### config.mk
export PLATFORM = sky130hd
export DESIGN_NAME = pr_freeze_sequencer
export DESIGN_NICKNAME = d
export VERILOG_FILES = /design/src/rtl/pr_freeze_sequencer.sv
export SDC_FILE = /design/constraint.sdc
export NUM_CORES = 1
export LEC_CHECK = 0
export BUFFER_PORTS_ARGS = -buffer_cell sky130_fd_sc_hd__buf_2
export CORE_ASPECT_RATIO = 1.4
export CORE_UTILIZATION = 49
export CTS_BUF_LIST = sky130_fd_sc_hd__clkbuf_4
export CTS_CLUSTER_DIAMETER = 30
export DETAILED_ROUTE_END_ITERATION = 8
export HOLD_SLACK_MARGIN = 0.05
export PLACE_DENSITY = 0.74
export SYNTH_ARGS = -nofsm -noshare
export SYNTH_HDL_FRONTEND = slang
export SYNTH_SLANG_ARGS = --single-unit
### constraint.sdc
create_clock -name clk -period 2.2 [get_ports clk]
set_clock_uncertainty 0.15 [all_clocks]
set_input_delay 0.11 -clock clk [delete_from_list [all_inputs] [get_ports clk]]
set_output_delay 0.11 -clock clk [all_outputs]
set_load 0.01 [all_outputs]
### src/rtl/pr_freeze_sequencer.sv
// pr_freeze_sequencer
//   Controller-side master for the per-region partial-reconfiguration freeze
//   handshake. It takes a PR request for one region, asks that region's
//   responder to stop, and opens freeze_ready to the bitstream engine. When
//   the engine reports completion, it asks the region to start again. Only
//   one region is sequenced at a time. Each ack phase has a timeout, and any
//   failure is recorded in a sticky error status.
//
// Ports
//   clk            system clock
//   rst_n          asynchronous active-low reset
//   pr_begin       1-cycle pulse: start a sequence for pr_region (IDLE only)
//   pr_region      target region, sampled with pr_begin in IDLE
//   pr_done        1-cycle pulse: bitstream engine finished (FROZEN only)
//   err_clr        1-cycle pulse: clear sticky error status
//   stop_req       per-region stop request, active high, idle 0
//   stop_ack       per-region stop ack from the region responders
//   start_req      per-region start request, ACTIVE LOW, idle 1
//   start_ack      per-region start ack from the region responders
//   region_freeze  per-region isolation enable
//   freeze_ready   active region is frozen; bitstream may stream
//   seq_busy       high in every state except IDLE
//   seq_done       1-cycle pulse: sequence completed cleanly
//   seq_error      sticky error flag
//   seq_err_code   0 none, 1 stop timeout, 2 start timeout, 3 bad region

module pr_freeze_sequencer #(
    parameter int NUM_REGIONS    = 4,
    parameter int REGION_W       = 2,
    parameter int TIMEOUT_CYCLES = 1024
) (
    input  logic                   clk,
    input  logic                   rst_n,
    input  logic                   pr_begin,
    input  logic [REGION_W-1:0]    pr_region,
    input  logic                   pr_done,
    input  logic                   err_clr,
    output logic [NUM_REGIONS-1:0] stop_req,
    input  logic [NUM_REGIONS-1:0] stop_ack,
    output logic [NUM_REGIONS-1:0] start_req,
    input  logic [NUM_REGIONS-1:0] start_ack,
    output logic [NUM_REGIONS-1:0] region_freeze,
    output logic                   freeze_ready,
    output logic                   seq_busy,
    output logic                   seq_done,
    output logic                   seq_error,
    output logic [1:0]             seq_err_code
);

    localparam int CNT_W = $clog2(TIMEOUT_CYCLES + 1);
    localparam logic [CNT_W-1:0] CNT_LAST = CNT_W'(TIMEOUT_CYCLES - 1);
    localparam logic [NUM_REGIONS-1:0] ONE_HOT0 = NUM_REGIONS'(1);
    localparam int unsigned NUM_REGIONS_U = NUM_REGIONS;

    localparam logic [1:0] CODE_STOP_TO  = 2'd1;
    localparam logic [1:0] CODE_START_TO = 2'd2;
    localparam logic [1:0] CODE_BAD_RGN  = 2'd3;

    typedef enum logic [2:0] {
        S_IDLE,
        S_STOP,
        S_FROZEN,
        S_START,
        S_ERROR
    } state_t;

    state_t                 state, state_d;
    logic [REGION_W-1:0]    rid, rid_d;
    logic [CNT_W-1:0]       cnt, cnt_d;
    logic [NUM_REGIONS-1:0] stop_req_d, start_req_d, region_freeze_d;
    logic                   freeze_ready_d, seq_busy_d, seq_done_d;
    logic                   seq_error_d;
    logic [1:0]             seq_err_code_d;
    logic                   err_set;
    logic [1:0]             err_code_new;

    logic [NUM_REGIONS-1:0] rid_mask, begin_mask;
    logic                   stop_hit, start_hit;
    logic                   begin_bad;

    // One-hot masks for the latched region and the requested region; all
    // request-line updates go through these so only one index ever moves.
    always_comb begin
        rid_mask   = ONE_HOT0 << rid;
        begin_mask = ONE_HOT0 << pr_region;
        stop_hit   = |(stop_ack & rid_mask);
        start_hit  = |(start_ack & rid_mask);
        begin_bad  = 32'(pr_region) >= NUM_REGIONS_U;
    end

    // Next-state and next-output logic. Every output is registered, so this
    // block computes the value each output register takes at the next edge.
    always_comb begin
        state_d         = state;
        rid_d           = rid;
        cnt_d           = cnt;
        stop_req_d      = stop_req;
        start_req_d     = start_req;
        region_freeze_d = region_freeze;
        freeze_ready_d  = freeze_ready;
        seq_done_d      = 1'b0;
        err_set         = 1'b0;
        err_code_new    = 2'd0;

        case (state)
            S_IDLE: begin
                if (pr_begin) begin
                    rid_d = pr_region;
                    if (begin_bad) begin
                        state_d      = S_ERROR;
                        err_set      = 1'b1;
                        err_code_new = CODE_BAD_RGN;
                    end else begin
                        state_d    = S_STOP;
                        stop_req_d = stop_req | begin_mask;
                        cnt_d      = '0;
                    end
                end
            end

            // An ack sampled on the last counted cycle still wins over the timeout.
            S_STOP: begin
                if (stop_hit) begin
                    state_d         = S_FROZEN;
                    region_freeze_d = region_freeze | rid_mask;
                    freeze_ready_d  = 1'b1;
                end else if (cnt == CNT_LAST) begin
                    state_d      = S_ERROR;
                    stop_req_d   = stop_req & ~rid_mask;
                    err_set      = 1'b1;
                    err_code_new = CODE_STOP_TO;
                end else begin
                    cnt_d = cnt + 1'b1;
                end
            end

            S_FROZEN: begin
                if (pr_done) begin
                    state_d        = S_START;
                    stop_req_d     = stop_req & ~rid_mask;
                    start_req_d    = start_req & ~rid_mask;
                    freeze_ready_d = 1'b0;
                    cnt_d          = '0;
                end
            end

            // cnt==0 marks the entry cycle, where a stale start_ack must not count.
            // A start timeout leaves the region frozen on purpose.
            S_START: begin
                if ((cnt != '0) && start_hit) begin
                    state_d         = S_IDLE;
                    start_req_d     = start_req | rid_mask;
                    region_freeze_d = region_freeze & ~rid_mask;
                    seq_done_d      = 1'b1;
                end else if (cnt == CNT_LAST) begin
                    state_d      = S_ERROR;
                    start_req_d  = start_req | rid_mask;
                    err_set      = 1'b1;
                    err_code_new = CODE_START_TO;
                end else begin
                    cnt_d = cnt + 1'b1;
                end
            end

            S_ERROR: begin
                state_d = S_IDLE;
            end

            default: begin
                state_d = S_IDLE;
            end
        endcase

        // A new error beats a simultaneous clear and overwrites any older code.
        if (err_set) begin
            seq_error_d    = 1'b1;
            seq_err_code_d = err_code_new;
        end else if (err_clr) begin
            seq_error_d    = 1'b0;
            seq_err_code_d = 2'd0;
        end else begin
            seq_error_d    = seq_error;
            seq_err_code_d = seq_err_code;
        end

        seq_busy_d = (state_d != S_IDLE);
    end

    // State and output registers. Reset drops every request and freeze line
    // at once, which also unfreezes a region caught mid-sequence.
    always_ff @(posedge clk or negedge rst_n) begin
        if (!rst_n) begin
            state         <= S_IDLE;
            rid           <= '0;
            cnt           <= '0;
            stop_req      <= '0;
            start_req     <= '1;
            region_freeze <= '0;
            freeze_ready  <= 1'b0;
            seq_busy      <= 1'b0;
            seq_done      <= 1'b0;
            seq_error     <= 1'b0;
            seq_err_code  <= 2'd0;
        end else begin
            state         <= state_d;
            rid           <= rid_d;
            cnt           <= cnt_d;
            stop_req      <= stop_req_d;
            start_req     <= start_req_d;
            region_freeze <= region_freeze_d;
            freeze_ready  <= freeze_ready_d;
            seq_busy      <= seq_busy_d;
            seq_done      <= seq_done_d;
            seq_error     <= seq_error_d;
            seq_err_code  <= seq_err_code_d;
        end
    end

endmodule

==> parameters.txt, run 1 <==
Parameter                              Value

Finish
  Number of inserted filler cells in the final layout    336
  Filler-free cell count of the finished design    300
  Share of post-route cells with drive strength above 1    between 40 and 50%
  Layout Nets    about 270
  Final core utilization    roughly two thirds
  Area growth, synth to finish    27.2%
  Top library cells by usage in the layout, fill and taps aside    sky130_fd_sc_hd__buf_2 (32), sky130_fd_sc_hd__dfrtp_1 (30), sky130_fd_sc_hd__buf_4 (26)
  Ant. Diodes    0
  Most frequent standard cell in the layout excluding fill and tap cells    sky130_fd_sc_hd__buf_2

Place
  Weighted congestion at the end of routability-driven global placement    about 0.85
  Dpl cells    between 200 and 300
  Hpwl dp    roughly 3400 um
  Worst slack, placed    -0.0360 ns
  IO Port Bufs    32

Die
  Top Ports    33
  Number of placement rows    26
  Area of the placeable core    3710 um2
  Overall die height    76.1 um
  Die Wd    approximately 55 um
  Initial Utilization    about half
  Die outline area    approximately 4200 um2

Power
  Leak Pwr    1.10 nW
  Switching power    1.28 mW
  Max IR drop VDD    roughly 790 uV
  Proportion of power drawn by the clock network    roughly 11%
  Share of total power in combinational logic    57.6%
  Switching share of total power    41.7%
  Fraction of power consumed by sequential logic    between 30% and 40%
  PD cells    ~1300 nW/um2
  Internal power contribution    about 1.8 mW

Global route
  Remaining global-route overflow    0
  Global Route Usage Sum    a little over a quarter
  Via count of the first global-routing pass    approximately 1,800
  First-pass GRT wire length    a little under 8000 um
  Initial antenna violation count    0
  Largest net degree at the start of global routing    35

Route
  Count of unresolved DRC violations after routing    0
  Final Routed Wirelength    4780 um
  Average routed wire per standard cell    approximately 16 um
  Number of vias per cell after detailed routing    between 5 and 6
  Number of iterations in the first detailed-routing pass    4
  Via total after detailed routing    ~1,700
  First-iteration detailed-routing DRC count    34
  Number of nets with antenna violations after detailed routing    0

CTS
  CTS buffer count    5
  Worst-skew pair later-pin latency    0.34 ns
  Cell chosen for the clock root    sky130_fd_sc_hd__clkbuf_4
  CTS Buffer Depth    2
  Sink Count    34
  CTS tree    yes
  CTS H-Tree Depth    2
  Clock-pin slew on the worst setup and hold paths    approximately 0.10 ns

Setup path
  Depth of the most critical reg-to-reg path    8
  Worst Path Arrival    roughly 2.2 ns
  Type of destination of the critical path    flip-flop
  Worst EP required    2.27 ns
  Worst R2R Setup Slack    about 0.030 ns
  Startpoint Class    flip-flop
  Largest fanout of any net on the critical path    9
  Reg-to-Reg Start    cnt[1]
  Timing endpoint of the critical path    cnt[0]
  Reg-to-Reg End    cnt[0]
  Type of the worst setup path    reg2reg
  Launch point of the worst path    cnt[1]

Synthesis
  Mean Syn Cell Area    10.1 um2
  Async set-reset flop share out of synthesis    100%
  Flip-flop and latch count after synthesis    34
  Synthesized Nets    approximately 210
  Synth cell types    62
  Total of warnings raised by yosys    0
  Predominant post-synthesis flop cell    sky130_fd_sc_hd__dfrtp_1
  Number of enable flip-flop cells after synthesis    0
  Synthesized cell area    1920 um2
  Number of instances in the synthesized netlist    approximately 190
  Portion of the post-synthesis area used by sequential elements    about 45%

STA
  Count of endpoints failing hold in the final timing report    0
  Setup_tns    0 ns
  Final setup violation count    0
  Worst Hold Slack    about 0.099 ns
  Number of max-slew violations in the final report    0
  Period minus WS final    about 2.2 ns
  Max-slew headroom    50.0%
  Post-route clock period utilization    a little over nine tenths
  Worst setup margin    0.0303 ns
  Fmax    ~460 MHz
  Actual slew at the worst max-slew pin    0.750 ns
  RSZ-0062 raised after global routing    yes

Worst hold path
  Hold Crit Class    in2reg

Outcome
  Status    complete, no violations

Run
  Total of max-cap violations    0
[power groups by stage]
stage / Clock [mW] / Combinational, mW / Sequential, mW
finish: 0.347 / 1.78 / 0.960
CTS: 0.352 / 1.63 / 0.961
global placement: 0 / 1.41 / 0.965
floorplan: 0 / 0.959 / 1.02
global route: 0.377 / 1.93 / 0.985
detailed placement: 0 / 1.45 / 0.970
[worst min path at each step]
stage | start | endpoint | slack, ns | depth (start not counted)
3_5_place_dp | rst_n | cnt[6] | 0.07 | 1
6_report | pr_done | flip-flop | 0.1 | 3
5_1_grt | pr_done | flip-flop | 0.09 | 3
2_1_floorplan | rst_n | asynchronous set/reset pin | -0.34 | 0
4_1_cts | pr_done | flip-flop | 0.09 | 3
3_3_place_gp | rst_n | cnt[6] | 0.07 | 1
[Yosys cell counts, types with 2 or more instances]
cell type | instances | share of area, %
sky130_fd_sc_hd__dfrtp_1 | 30 | 39
sky130_fd_sc_hd__a21oi_1 | 17 | 4.4
sky130_fd_sc_hd__o21ai_1 | 14 | 3.6
sky130_fd_sc_hd__inv_1 | 12 | 2.3
sky130_fd_sc_hd__nand2_1 | 12 | 2.3
sky130_fd_sc_hd__nor2_1 | 9 | 1.8
sky130_fd_sc_hd__nand3_1 | 7 | 1.8
sky130_fd_sc_hd__nand4_1 | 5 | 1.6
sky130_fd_sc_hd__nor2b_1 | 5 | 1.6
sky130_fd_sc_hd__o21ai_0 | 5 | 1.3
sky130_fd_sc_hd__a31oi_1 | 4 | 1.3
sky130_fd_sc_hd__dfstp_2 | 4 | 5.5
sky130_fd_sc_hd__clkbuf_8 | 3 | 2.1
sky130_fd_sc_hd__o31ai_1 | 3 | 1.2
sky130_fd_sc_hd__a32o_1 | 2 | 1.0
sky130_fd_sc_hd__and2_2 | 2 | 0.78
sky130_fd_sc_hd__and3_1 | 2 | 0.65
sky130_fd_sc_hd__buf_2 | 2 | 0.52
sky130_fd_sc_hd__ha_1 | 2 | 1.3
sky130_fd_sc_hd__mux2i_1 | 2 | 1.0
sky130_fd_sc_hd__mux4_2 | 2 | 2.3
sky130_fd_sc_hd__nand2b_1 | 2 | 0.65
sky130_fd_sc_hd__nand3b_1 | 2 | 0.78
sky130_fd_sc_hd__nor3_1 | 2 | 0.52
sky130_fd_sc_hd__o22ai_1 | 2 | 0.65
sky130_fd_sc_hd__o2bb2ai_1 | 2 | 0.91
sky130_fd_sc_hd__or3_1 | 2 | 0.65
[per-stage QoR]
stage	total power [mW]	instance area, um2
final	3.08	2440
after global routing	3.29	2440
after CTS	2.95	2360
after detailed placement	2.42	2190
after global placement	2.37	2190
after floorplan	1.98	1920
[routing by layer]
metal / GRT usage [%] / share of wire, % / wire, um
met5: 0 / 0 / 0
met4: 10.5 / 2.4 / 115
met2: 43.6 / 55 / 2620
met1: 30.7 / 39 / 1870
met3: 6.19 / 3.8 / 180
[critical path, stage by stage, from the launching register on]
cell and delay, ns:
sky130_fd_sc_hd__dfrtp_1 0.40, sky130_fd_sc_hd__inv_2 0.07, sky130_fd_sc_hd__ha_1 0.12, sky130_fd_sc_hd__or4b_4 0.48
sky130_fd_sc_hd__o31ai_4 0.22, sky130_fd_sc_hd__buf_4 0.16, sky130_fd_sc_hd__o21ai_2 0.14, sky130_fd_sc_hd__a21oi_2 0.21
sky130_fd_sc_hd__mux2i_1 0.10
[cell families (layout without fill, tap and decap cells)]
group / count (synthesis) / after routing / share of synthesized area (%)
buffers and inverters: 20 / 87 / 5.99
multiplexers: 5 / 5 / 3.97
adder cells (fa/ha/maj): 2 / 2 / 1.30
AND/OR/NAND/NOR: 66 / 66 / 20.8
flip-flops: 34 / 34 / 44.6
AO/OA/AOI/OAI: 64 / 64 / 23.3
[repair_timing]
item	in CTS	in global routing
hold buffers	5	0
setup endpoints to repair	8	17
hold endpoints to repair	40	0
gates resized for setup	3	12
pin swaps	3	8
setup buffers	9	4
[area by class of cell]
type / count / area (um2) / share of cell area [%]
Clock buffer: 6 / 45.0 / 1.84
Clock inverter: 2 / 8.76 / 0.359
Inverter: 13 / 48.8 / 2.00
Multi-Input combinational cell: 137 / 992 / 40.6
Sequential cell: 34 / 856 / 35.0
Tap cell: 42 / 52.6 / 2.15
Timing Repair Buffer: 66 / 439 / 18.0
(Power assumes the default switching activity.)
==> run 2, diff against run 1 <==
Settings changed: SETUP_SLACK_MARGIN from default to 0.15.
==> run 2 against run 1 <==
  * The flow now finishes with violations (negative setup slack)
  * Combinational power increased by 8%
  * Via count rose by 3.6%
  * Utilization up 3.3 points
  * Global-route usage is 0.068 points lower
  * Fmax is 3.3% lower
  * Sequential power grew 2%
  * Non-clock buffer count decreased by 2
  * Largest power group unchanged
==> parameters.txt, run 2 (same netlist as run 1, synthesis figures left out) <==
Parameter                              Value

Power
  Share of total power in combinational logic    57.1% (-0.5 points)
  Leak Pwr    1.12 nW (+2.4%)
  Fraction of power consumed by sequential logic    29.0% (-2.1 points)
  Max IR drop VDD    930 uV (+18%)
  Switching share of total power    41.8% (+0.17 points)
  Internal power contribution    1.97 mW (+9.4%)
  Proportion of power drawn by the clock network    13.9% (+2.6 points)
  Switching power    1.42 mW (+10%)
  PD cells    1320 nW/um2 (+4.5%)

STA
  Period minus WS final    2.24 ns (+0.0733 ns)
  Post-route clock period utilization    102% (+3.3 points)
  RSZ-0062 raised after global routing    yes
  Setup_tns    -0.216 ns (-0.216 ns)
  Fmax    446 MHz (-3.3%)
  Worst setup margin    -0.0430 ns (-0.0733 ns)
  Number of max-slew violations in the final report    0 (unchanged)
  Final setup violation count    8 (+8)
  Count of endpoints failing hold in the final timing report    0 (unchanged)
  Worst Hold Slack    0.100 ns (+0.00139 ns)
  Actual slew at the worst max-slew pin    0.761 ns (+0.0110 ns)
  Max-slew headroom    49.3% (-0.73 points)

Die
  Area of the placeable core    3710 um2 (unchanged)
  Die Wd    54.9 um (unchanged)
  Die outline area    4180 um2 (unchanged)
  Overall die height    76.1 um (unchanged)
  Top Ports    33 (unchanged)
  Number of placement rows    26 (unchanged)
  Initial Utilization    51.8% (unchanged)

Setup path
  Delay of the slowest cell on the worst path    0.49 ns (about the same)
  Slowest cell on crit path    sky130_fd_sc_hd__or4b_4
  Type of the worst setup path    reg2reg
  Startpoint Class    flip-flop
  Worst Path Arrival    2.35 ns (+0.11 ns)
  Type of destination of the critical path    flip-flop
  Gate family responsible for the most delay along the worst path    compound AO/OA/AOI/OAI gates
  Crit path cell chain    inv_2 > ha_4 > or4b_4 > o31ai_4 > a21o_4 > nand3_4 > buf_6 > o31ai_2
  Buf/Inv on CP    2 (unchanged)
  Worst EP required    2.31 ns (+0.04 ns)
  Largest fanout of any net on the critical path    4 (-5)

Route
  Average routed wire per standard cell    17.8 um (+12%)
  Metal-1 WL    2040 um (+9.4%)
  WL met3    193 um (+7.2%)
  Via total after detailed routing    1,801 (+3.6%)
  Number of vias per cell after detailed routing    6.04 (+4.3%)
  Routed met2 length    2920 um (+11%)
  Number of nets with antenna violations after detailed routing    0 (unchanged)
  Count of unresolved DRC violations after routing    0 (unchanged)
  Number of iterations in the first detailed-routing pass    4 (unchanged)
  First-iteration detailed-routing DRC count    69 (+100%)
  Highest routing layer actually used    met4
  Final Routed Wirelength    5320 um (+11%)

Global route
  Via count of the first global-routing pass    1,768 (+0.34%)
  Largest net degree at the start of global routing    35 (unchanged)
  Initial antenna violation count    0 (unchanged)
  First-pass GRT wire length    8050 um (+1.3%)
  Global Route Usage Sum    26.1% (-0.068 points)
  Remaining global-route overflow    0 (unchanged)

CTS
  Clock-pin slew on the worst setup and hold paths    0.11 ns (about the same)
  Cell chosen for the clock root    sky130_fd_sc_hd__clkbuf_4
  Worst-skew pair later-pin latency    0.34 ns (about the same)
  CTS buffer count    5 (unchanged)
  Sink Count    34 (unchanged)
  CTS tree    yes
  CTS H-Tree Depth    2 (unchanged)
  CTS Buffer Depth    2 (unchanged)

Finish
  Ant. Diodes    0 (unchanged)
  Most frequent standard cell in the layout excluding fill and tap cells    sky130_fd_sc_hd__buf_2
  Layout Nets    272 (-0.73%)
  Top library cells by usage in the layout, fill and taps aside    sky130_fd_sc_hd__buf_2 (32), sky130_fd_sc_hd__dfrtp_1 (30), sky130_fd_sc_hd__buf_4 (21)
  Share of post-route cells with drive strength above 1    46.9% (+5.4 points)
  Number of inserted filler cells in the final layout    301 (-10%)
  Area growth, synth to finish    33.5%

Run
  Total of max-cap violations    0 (unchanged)

Outcome
  Status    finished, violations left
  Violated checks    negative setup slack

Place
  Hpwl dp    3290 um (-3.5%)
  IO Port Bufs    32 (unchanged)
  Weighted congestion at the end of routability-driven global placement    0.876 (+3.4%)

Worst hold path
  Hold Crit Class    in2reg
run 2: cell count changes in the layout (fill, tap and decap cells not counted), moves of 2 or more:
cell,previous run,this run
sky130_fd_sc_hd__o21ai_2,4,9
sky130_fd_sc_hd__buf_4,26,21
sky130_fd_sc_hd__buf_6,3,6
sky130_fd_sc_hd__and3_4,0,2
sky130_fd_sc_hd__ha_4,0,2
sky130_fd_sc_hd__a21oi_2,1,4
sky130_fd_sc_hd__ha_1,2,0
sky130_fd_sc_hd__a21oi_1,17,14
sky130_fd_sc_hd__o21ai_1,11,5
run 2: timing repair:
| item | 4_1_cts | 5_1_grt |
|---|---|---|
| gates resized for setup | 4 | 31 |
| endpoints found under the setup margin | 21 | 30 |
| hold buffers | 5 | 0 |
| pin swaps | 7 | 21 |
| cloned | 0 | 0 |
| hold endpoints to repair | 40 | 0 |
| buffers inserted | 9 | 3 |
run 2: routing by layer:
layer  GRT usage [%]  vias up
met1            33.0      880
met3            5.99       19
met5               0        -
met2            42.2       62
met4            9.00        0
li1                -      840
run 2: cell type report:
type,count,area [um2],share of cell area (%)
multi-input cells,137,1090,42.5
clock inverters,2,37.5,1.46
inverters,13,48.8,1.90
clock buffers,6,45.0,1.76
repair buffers,64,435,17.0
flip-flops and latches,34,856,33.4
well taps,42,52.6,2.05
run 2: final timing paths:
check | slack (ns) | startpoint | cells after the start | end
min in group asynchronous | 0.22 | rst_n | 2 | cnt[3]
max | -0.04 | cnt[0] | 8 | cnt[8]
max reg2reg | -0.04 | cnt[0] | 8 | cnt[8]
min | 0.10 | pr_done | 3 | flip-flop
min reg2reg | 0.34 | flip-flop | 2 | flip-flop
max in group asynchronous | 1.19 | rst_n | 2 | state[2]
run 2: metrics by stage:
step	worst slack, ns	cells	util, %	total power, mW	cell area, um2
5_1_grt	-0.136	298	69.1	3.58	2560
4_1_cts	-0.00475	295	64.7	3.08	2400
2_1_floorplan	0.125	191	-	2.00	1920
6_report	-0.0430	298	69.1	3.38	2560
3_5_place_dp	0.00114	273	58.9	2.40	2180
3_3_place_gp	0.0832	273	58.9	2.37	2180
run 2: worst reg2reg max path, delay by kind of cell, from the launching register on:
| family | cells | cell delay [ns] |
|---|---|---|
| AO/OA/AOI/OAI | 3 | 0.62 |
| AND/OR/NAND/NOR | 2 | 0.60 |
| flip-flops | 1 | 0.41 |
| buffers and inverters | 2 | 0.26 |
| adder cells (fa/ha/maj) | 1 | 0.12 |
run 2: power groups by stage:
stage	registers (mW)	logic [mW]	clock network, mW
final	0.980	1.93	0.472
after global routing	1.00	2.07	0.506
after detailed placement	0.990	1.41	0
after floorplan	1.03	0.974	0
after CTS	0.971	1.62	0.480
after global placement	0.989	1.38	0
==> run 3, diff against run 2 <==
Settings changed: CORE_UTILIZATION 49 to 50, PLACE_DENSITY 0.74 to 0.72.
Clock period 2.2 ns to 2.45 ns, I/O delays scaled along.
==> run 3 against run 2 <==
  * The run now ends clean
  * Sequential share of layout area is 3.8 points higher
  * Count of clock-buffer cells in the layout stayed put
  * Design area is 10% lower
  * Wire length is 14% lower
  * First-iteration DRC count is 59% lower
  * Non-clock buffer count is 17 lower
  * Register-to-register slack better by 0.21 ns
  * Cell count is 5.4% lower
  * Power is 25% lower
  * Sequential cell count stayed put
  * Critical endpoint is now cnt[5]
  * Highest routed layer unchanged
==> parameters.txt, run 3 (same netlist as run 1, synthesis figures left out) <==
Parameter                              Value

Route
  Via total after detailed routing    1,662 (-7.7%)
  Average routed wire per standard cell    16.2 um (-9.1%)
  Count of unresolved DRC violations after routing    0 (unchanged)
  Final Routed Wirelength    4580 um (-14%)
  First-iteration detailed-routing DRC count    28 (-59%)
  Number of nets with antenna violations after detailed routing    0 (unchanged)
  Number of vias per cell after detailed routing    5.89 (-2.5%)
  Number of iterations in the first detailed-routing pass    4 (unchanged)

STA
  Actual slew at the worst max-slew pin    0.759 ns (-0.00142 ns)
  Worst Hold Slack    0.120 ns (+0.0200 ns)
  Number of max-slew violations in the final report    0 (unchanged)
  Count of endpoints failing hold in the final timing report    0 (unchanged)
  Fmax    438 MHz (-1.8%)
  RSZ-0062 raised after global routing    yes
  Setup_tns    0 ns (+0.216 ns)
  Period minus WS final    2.28 ns (+0.0405 ns)
  Worst setup margin    0.166 ns (+0.209 ns)
  Final setup violation count    0 (-8)
  Max-slew headroom    49.4% (+0.095 points)
  Post-route clock period utilization    93.2% (-8.8 points)

Finish
  Most frequent standard cell in the layout excluding fill and tap cells    sky130_fd_sc_hd__buf_2
  Share of post-route cells with drive strength above 1    34.6% (-12 points)
  Top library cells by usage in the layout, fill and taps aside    sky130_fd_sc_hd__buf_2 (32), sky130_fd_sc_hd__dfrtp_1 (30), sky130_fd_sc_hd__a21oi_1 (17)
  Ant. Diodes    0 (unchanged)
  Filler-free cell count of the finished design    282 (-5.4%)
  Layout Nets    256 (-5.9%)
  Area growth, synth to finish    19.7%
  Design area    2300 um2 (-10%)

Place
  Worst slack, placed    0.181 ns (+0.180 ns)
  Placed Instance Area    2120 um2 (-2.9%)
  Dpl cells    265 (-2.9%)
  Hpwl dp    3260 um (-0.91%)
  Weighted congestion at the end of routability-driven global placement    0.843 (-3.8%)
  IO Port Bufs    32 (unchanged)

Setup path
  Worst EP required    2.55 ns (+0.24 ns)
  Type of destination of the critical path    flip-flop
  Startpoint Class    flip-flop
  Type of the worst setup path    reg2reg
  Largest fanout of any net on the critical path    5 (+1)
  Worst Path Arrival    2.38 ns (+0.03 ns)
  Worst R2R Setup Slack    0.17 ns (+0.21 ns)

Global route
  First-pass GRT wire length    7200 um (-10%)
  Global Route Usage Sum    25.2% (-0.88 points)
  Remaining global-route overflow    0 (unchanged)
  Largest net degree at the start of global routing    35 (unchanged)
  Via count of the first global-routing pass    1,532 (-13%)
  Initial antenna violation count    0 (unchanged)

Die
  Initial Utilization    52.2% (+0.46 points)
  Die outline area    4100 um2 (-1.9%)
  Area of the placeable core    3680 um2 (-0.88%)
  Die Wd    54.4 um (-0.97%)
  Overall die height    75.3 um (-0.98%)
  Top Ports    33 (unchanged)
  Number of placement rows    26 (unchanged)

CTS
  CTS tree    yes
  Cell chosen for the clock root    sky130_fd_sc_hd__clkbuf_4
  CTS Buffer Depth    2 (unchanged)
  Clock-pin slew on the worst setup and hold paths    0.10 ns (about the same)
  Sink Count    34 (unchanged)
  Worst-skew pair later-pin latency    0.34 ns (about the same)
  CTS H-Tree Depth    2 (unchanged)
  CTS buffer count    5 (unchanged)

Power
  Leak Pwr    1.01 nW (-10%)
  PD cells    1100 nW/um2 (-16%)
  Max IR drop VDD    697 uV (-25%)

Run
  Total of max-cap violations    0 (unchanged)

Outcome
  Status    complete, no violations

Worst hold path
  Hold Crit Class    in2reg
## run 3: report_power, final
group | leakage (nW) | total (mW) | switching, mW | internal (mW)
Sequential | 0.424 | 0.901 | 0.154 | 0.747
Combinational | 0.549 | 1.33 | 0.765 | 0.562
Clock | 0.0331 | 0.308 | 0.190 | 0.119
## run 3: per-layer routing
layer  global-route usage [%]  vias to the layer above  part of all wire (%)
met3                     6.79                       15                   3.6
met2                     40.4                       43                    51
met1                     30.2                      792                    41
li1                         -                      812                     -
met5                        0                        -                     0
met4                     13.7                        0                   3.9
## run 3: repair_timing
item | in CTS | in global routing
hold buffers | 5 | 0
endpoints found under the hold margin | 40 | 0
endpoints found under the setup margin | 0 | 13
buffers inserted | 0 | 3
resized for setup | 0 | 8
## run 3: layout make-up
cell class                 count  area [um2]
clock buffer                   6        45.0
clock inverter                 2        8.76
fill                         318        1380
inverter                      13        48.8
multi-input combinational    138        1000
sequential                    34         856
tap                           42        52.6
timing repair buffer          47         285
## run 3: worst max-delay path, stage by stage, from the launching register on
cell	delay [ns]
sky130_fd_sc_hd__dfrtp_1	0.44
sky130_fd_sc_hd__inv_2	0.07
sky130_fd_sc_hd__ha_1	0.12
sky130_fd_sc_hd__or4b_4	0.48
sky130_fd_sc_hd__o31ai_4	0.36
sky130_fd_sc_hd__a21o_4	0.20
sky130_fd_sc_hd__nand3_4	0.14
sky130_fd_sc_hd__o41ai_2	0.23
## run 3: per-stage QoR
step                total power [mW]  util, %
floorplan                       1.78        -
global placement                2.09     57.7
detailed placement              2.11     57.7
CTS                             2.43     60.5
global route                    2.72     62.6
finish                          2.54     62.6
## run 3: final timing paths
check | cells after the start | end | startpoint
worst min-delay path | 3 | flip-flop | pr_done
worst min register to register | 2 | flip-flop | flip-flop
worst max register to register | 7 | cnt[5] | cnt[1]
max in group asynchronous | 2 | state[2] | rst_n
worst max-delay path | 7 | cnt[5] | cnt[1]
min in group asynchronous | 2 | cnt[7] | rst_n
